## src/rtl/instr_fetch_ctrl_if.sv

```systemverilog
// Fetch-to-decode output stage: one fetched word with its byte address,
// moved across a valid/ready handshake.
interface instr_fetch_ctrl_if;
    logic        out_valid;
    logic        out_ready;
    logic [31:0] out_instr;
    logic [31:0] out_pc;

    modport master (
        output out_valid,
        output out_instr,
        output out_pc,
        input  out_ready
    );

    modport slave (
        input  out_valid,
        input  out_instr,
        input  out_pc,
        output out_ready
    );
endinterface

```

## src/rtl/instr_fetch_ctrl.sv

```systemverilog
// Instruction fetch sequencer: owns the PC, reads async instruction memory
// and registers each word into a one-entry valid/ready stage for decode.
module instr_fetch_ctrl #(
    parameter logic [31:0] RESET_PC   = 32'h0000_0000,
    parameter int unsigned IMEM_BYTES = 32
) (
    input  logic                      clk,
    input  logic                      rst_n,
    input  logic                      run,
    output logic [31:0]               imem_addr,
    input  logic [31:0]               imem_rdata,
    input  logic                      redirect_valid,
    input  logic [31:0]               redirect_pc,
    instr_fetch_ctrl_if.master        dec,
    output logic                      fault,
    output logic [31:0]               fault_pc
);

    typedef enum logic [1:0] {
        ST_STOP,
        ST_FETCH,
        ST_FAULT
    } state_e;

    state_e      state_q;
    logic [31:0] pc_q;
    logic [31:0] pc_d;
    logic        vld_q;
    logic [31:0] instr_q;
    logic [31:0] opc_q;
    logic        fault_q;
    logic [31:0] fault_pc_q;

    logic        take;
    logic        slot_free;
    logic        pc_bad;
    logic [32:0] pc_lim;

    assign take      = vld_q & dec.out_ready;
    assign slot_free = ~vld_q | take;
    assign pc_d      = pc_q + 32'd4;

    // 33-bit compare so a PC near 2^32 cannot wrap past the limit
    assign pc_lim = 33'(IMEM_BYTES) - 33'd4;
    assign pc_bad = (pc_q[1:0] != 2'b00) || ({1'b0, pc_q} > pc_lim);

    always_ff @(posedge clk) begin
        if (!rst_n) begin
            state_q    <= ST_STOP;
            pc_q       <= RESET_PC;
            vld_q      <= 1'b0;
            instr_q    <= 32'd0;
            opc_q      <= 32'd0;
            fault_q    <= 1'b0;
            fault_pc_q <= 32'd0;
        end else begin
            unique case (state_q)
                ST_STOP: begin
                    if (redirect_valid) begin
                        pc_q  <= redirect_pc;
                        vld_q <= 1'b0;
                    end else if (take) begin
                        vld_q <= 1'b0;
                    end
                    if (run) state_q <= ST_FETCH;
                end
                ST_FETCH: begin
                    if (!run) state_q <= ST_STOP;
                    if (redirect_valid) begin
                        pc_q  <= redirect_pc;
                        vld_q <= 1'b0;
                    end else if (!run || !slot_free) begin
                        if (take) vld_q <= 1'b0;
                    end else if (pc_bad) begin
                        state_q    <= ST_FAULT;
                        fault_q    <= 1'b1;
                        fault_pc_q <= pc_q;
                        vld_q      <= 1'b0;
                    end else begin
                        instr_q <= imem_rdata;
                        opc_q   <= pc_q;
                        vld_q   <= 1'b1;
                        pc_q    <= pc_d;
                    end
                end
                ST_FAULT: begin
                    vld_q <= 1'b0;
                end
                default: begin
                    state_q <= ST_FAULT;
                    vld_q   <= 1'b0;
                end
            endcase
        end
    end

    assign imem_addr     = pc_q;
    assign dec.out_valid = vld_q;
    assign dec.out_instr = instr_q;
    assign dec.out_pc    = opc_q;
    assign fault         = fault_q;
    assign fault_pc      = fault_pc_q;

endmodule

```

## src/flat_wrapper.sv

```systemverilog
// flat-port wrapper written by rule: the top's interface ports become plain ports
module instr_fetch_ctrl_flat 
#(
    parameter logic [31:0] RESET_PC   = 32'h0000_0000,
    parameter int unsigned IMEM_BYTES = 32
)
  (clk, rst_n, run, imem_addr, imem_rdata, redirect_valid, redirect_pc, fault, fault_pc, dec_out_valid, dec_out_instr, dec_out_pc, dec_out_ready);
  instr_fetch_ctrl_if dec_i ();
  input  logic clk;
  input  logic rst_n;
  input  logic run;
  output logic [31:0] imem_addr;
  input  logic [31:0] imem_rdata;
  input  logic redirect_valid;
  input  logic [31:0] redirect_pc;
  output logic fault;
  output logic [31:0] fault_pc;
  output wire logic [$bits(dec_i.out_valid)-1:0] dec_out_valid;
  output wire logic [$bits(dec_i.out_instr)-1:0] dec_out_instr;
  output wire logic [$bits(dec_i.out_pc)-1:0] dec_out_pc;
  input wire logic [$bits(dec_i.out_ready)-1:0] dec_out_ready;
  assign dec_out_valid = dec_i.out_valid;
  assign dec_out_instr = dec_i.out_instr;
  assign dec_out_pc = dec_i.out_pc;
  assign dec_i.out_ready = dec_out_ready;
  instr_fetch_ctrl #(.RESET_PC(RESET_PC), .IMEM_BYTES(IMEM_BYTES)) u_core (.clk(clk), .rst_n(rst_n), .run(run), .imem_addr(imem_addr), .imem_rdata(imem_rdata), .redirect_valid(redirect_valid), .redirect_pc(redirect_pc), .dec(dec_i), .fault(fault), .fault_pc(fault_pc));
endmodule
```

## config.mk

```make
export PLATFORM = sky130hd
export DESIGN_NAME = instr_fetch_ctrl_flat
export DESIGN_NICKNAME = d
export VERILOG_FILES = /design/src/rtl/instr_fetch_ctrl_if.sv /design/src/rtl/instr_fetch_ctrl.sv /design/src/flat_wrapper.sv
export SDC_FILE = /design/constraint.sdc
export NUM_CORES = 1
export LEC_CHECK = 0
export CAP_MARGIN = 40
export CORE_MARGIN = 4
export CORE_UTILIZATION = 44
export DETAILED_ROUTE_END_ITERATION = 6
export MAX_ROUTING_LAYER = met4
export PLACE_DENSITY_LB_ADDON = 0.05
export SYNTH_ARGS = -nofsm -noshare
export SYNTH_HDL_FRONTEND = slang
export SYNTH_SLANG_ARGS = --single-unit
```

## constraint.sdc

```tcl
create_clock -name clk -period 2.1 [get_ports clk]
set_input_delay 0.42 -clock clk [delete_from_list [all_inputs] [get_ports clk]]
set_output_delay 0.42 -clock clk [all_outputs]
set_load 0.005 [all_outputs]
```

==> metrics.yaml <==
run_status:
  status: "finished clean"
placement:
  place_hpwl_um: 11200
  gp_congestion: 0.870
  dp_cells: 915
  port_buffers: 198
synth:
  synth_edf_count: 0
  seq_area_frac_synth_pct: 52.1
  yosys.area.top_type: "dfxtp_1"
  synth_ff_type: "dfxtp_1"
  synth_top_area_share_pct: 52.1
  synthArstFlopShare_pct: 0
  syn_inst: 554
  syn_area_um2: 5080
  synthDistinctLibCells: 51
  yosysWarningCount: 0
  synth_fp_nets: 624
  synth-seq-cells: 132
  synth_area_leaders: "dfxtp_1, nand2_1, mux2i_1, a21oi_1, and3_1"
  syn_avg_cell_area_um2: 9.16
global_routing:
  busiest_layer: "met2"
  grt_use_total_pct: 24.0
  met1_usage_pct: 31.1
  gr-usage-met3_pct: 6.16
  overflow: 0
  first_global_vias: 4996
  grt_use_met2_pct: 36.3
  grt_max_degree: 65
  antenna_found_initial: 0
  grt_pass1_wl_um: 24400
timing:
  finalCritPeriodShare_pct: 94.5
  timing.fmax_ghz: 0.504
  slew_viol_final: 0
  rsz0062_at_grt: "no"
  setup_tns_ns: 0
  skew_ns: 0.00630
  min_period_ns: 1.99
  max_slew_margin_pct: 73.4
  hold_violations: 0
  worst_pin_slew_ns: 0.397
  finalSetupViolCount: 0
power:
  peakVddDrop_mv: 0.666
  p_leak_nw: 3.34
  p_per_area_nw_per_um2: 731
cts:
  cts_tree: "done"
  h-tree-depth: 4
  cts_sinks: 132
  clock_latency_ns: 0.41
  clock_path_buffers: 2
  clk_pin_slew_ns: 0.06
  cts_root_buffer: "clkbuf_16"
  cts_hold_buf: 0
  cts_buffers: 17
setup_path:
  critPathBufInv: 1
  cp-start-kind: "register"
  critPathArrivalTime_ns: 2.29
  path_delay_family: "simple AND/OR/NAND/NOR gates"
  critPathCaptureType: "register"
  cpPeakStageDelay_ns: 0.52
  path_cells: "nor4_4 > nand4_2 > or3_2 > buf_12 > and3_1"
  path_class: "register to register"
  crit_required_ns: 2.40
  slowest_stage: "or3_2"
  worst-path-max-fanout: 64
cells_and_area:
  multi_input_area_um2: 2230
  finalNetCount: 865
  regArea_um2: 2640
  drive_gt1_share_pct: 13.4
  finalNonFillerCells: 947
  nFillCells: 855
  area_delta_synth_final_pct: 59.7
  utilization_pct: 73.2
  n_antenna_cell: 0
die:
  io_pins: 199
  die_width_um: 115
  die_h_um: 115
  start_util_pct: 45.8
  floorplan.die_area_um2: 13300
  core_area_um2: 11100
  row_count: 38
drt:
  drt_iter0_drc: 330
  viasPerCell: 5.27
  firstDrtPassIters: 5
  vias: 4990
  drcViolationCount: 0
  wire_per_inst_um: 16.5
  totalWireLength_um: 15600
  ant_nets: 0
worst_hold_path:
  worstHoldPathType: "register to register"
flow_run:
  cap_violations: 0
## registers in the layout, summed over array words and instances, names as in the netlist
signal                count
u_core.dec.out_instr     32
u_core.dec.out_pc        32
u_core.fault_pc          32
u_core.imem_addr         32
u_core.state_q            2
u_core.dec.out_valid      1
u_core.fault              1
## per-layer routing
metal  share of wire, %  vias to the layer above  routed length [um]
met5                  0                        -                   0
met4                1.7                        0                 268
met3                8.1                       23                1260
met2                 46                      211                7210
met1                 44                     2339                6870
li1                   -                     2417                   -
## cell type report
class | count | share of cell area (%)
Clock buffer | 21 | 5.56
Clock inverter | 10 | 1.05
Inverter | 3 | 0.139
Multi-Input combinational cell | 382 | 27.5
Sequential cell | 132 | 32.6
Tap cell | 140 | 2.16
Timing Repair Buffer | 259 | 31.0
## cell families after synthesis
logic type / Yosys count / synth area share, %
flops: 132 / 52.1
compound gates: 114 / 13.5
simple gates: 235 / 23.3
fa+ha+maj: 1 / 0.246
mux: 32 / 6.31
buf+inv: 40 / 4.61
## path summary, 6_finish.rpt
path	from	end	slack, ns	cells after the start
hold reg to reg	u_core.dec.out_instr[27]	u_core.dec.out_instr[27]	0.45	2
hold / removal	u_core.dec.out_instr[27]	u_core.dec.out_instr[27]	0.45	2
setup reg to reg	u_core.imem_addr[31]	u_core.dec.out_pc[26]	0.11	5
setup / recovery	u_core.imem_addr[31]	u_core.dec.out_pc[26]	0.11	5
## what timing repair did
action,in CTS,in global routing
setup buffers,0,1
endpoints found under the setup margin,0,43
gates resized for setup,0,2
## worst min-delay path: cells and delay by family, from the launching register on
family,cells,cell delay (ns)
flip-flops,1,0.30
AND/OR/NAND/NOR,1,0.05
AO/OA/AOI/OAI,1,0.05
## synthesized netlist by cell type, drive strengths merged (2+ instances only)
library cell	instances
dfxtp	132
nand2	106
a21oi	62
nor2	47
mux2i	32
and3	31
clkbuf	19
o21ai	19
buf	18
a22oi	9
nand3	9
nand4	9
nor4	9
nor3	7
nor3b	4
a211oi	3
a22o	3
a31oi	3
inv	3
nor4b	3
a32o	2
o21a	2
o22ai	2
o31a	2
## cell usage in the layout (no fill, tap or decap), types with 3 or more instances in the layout
master / count
clkdlybuf4s50_1: 198
dfxtp_1: 132
nand2_1: 106
a21oi_1: 62
buf_4: 55
nor2_1: 47
mux2i_1: 32
and3_1: 31
o21ai_0: 19
clkbuf_16: 17
nand3_1: 9
a22oi_1: 9
nor3_1: 6
nand4_1: 6
clkinv_2: 6
buf_12: 6
nor4_2: 5
nand4_2: 3
nor3b_1: 3
a22o_1: 3
a31oi_1: 3
nor4b_1: 3
clkbuf_1: 3
## metrics by stage
stage	hold WS [ns]	worst slack [ns]	power, mW	instance area (um^2)
final	0.452	0.114	5.92	8110
after global routing	0.476	0.00758	6.14	8110
after CTS	0.454	0.0655	5.96	8080
after detailed placement	0.447	-0.202	3.28	7550
after global placement	0.435	-0.191	3.27	7550
after floorplan	0.442	0.262	2.89	5080
## power by group
part,switching (mW),internal [mW],leakage (nW)
combinational,0.283,0.362,2.00
clock,1.04,1.64,0.266
sequential,0.0460,2.56,1.07
Power figures use the tool's default switching activity.
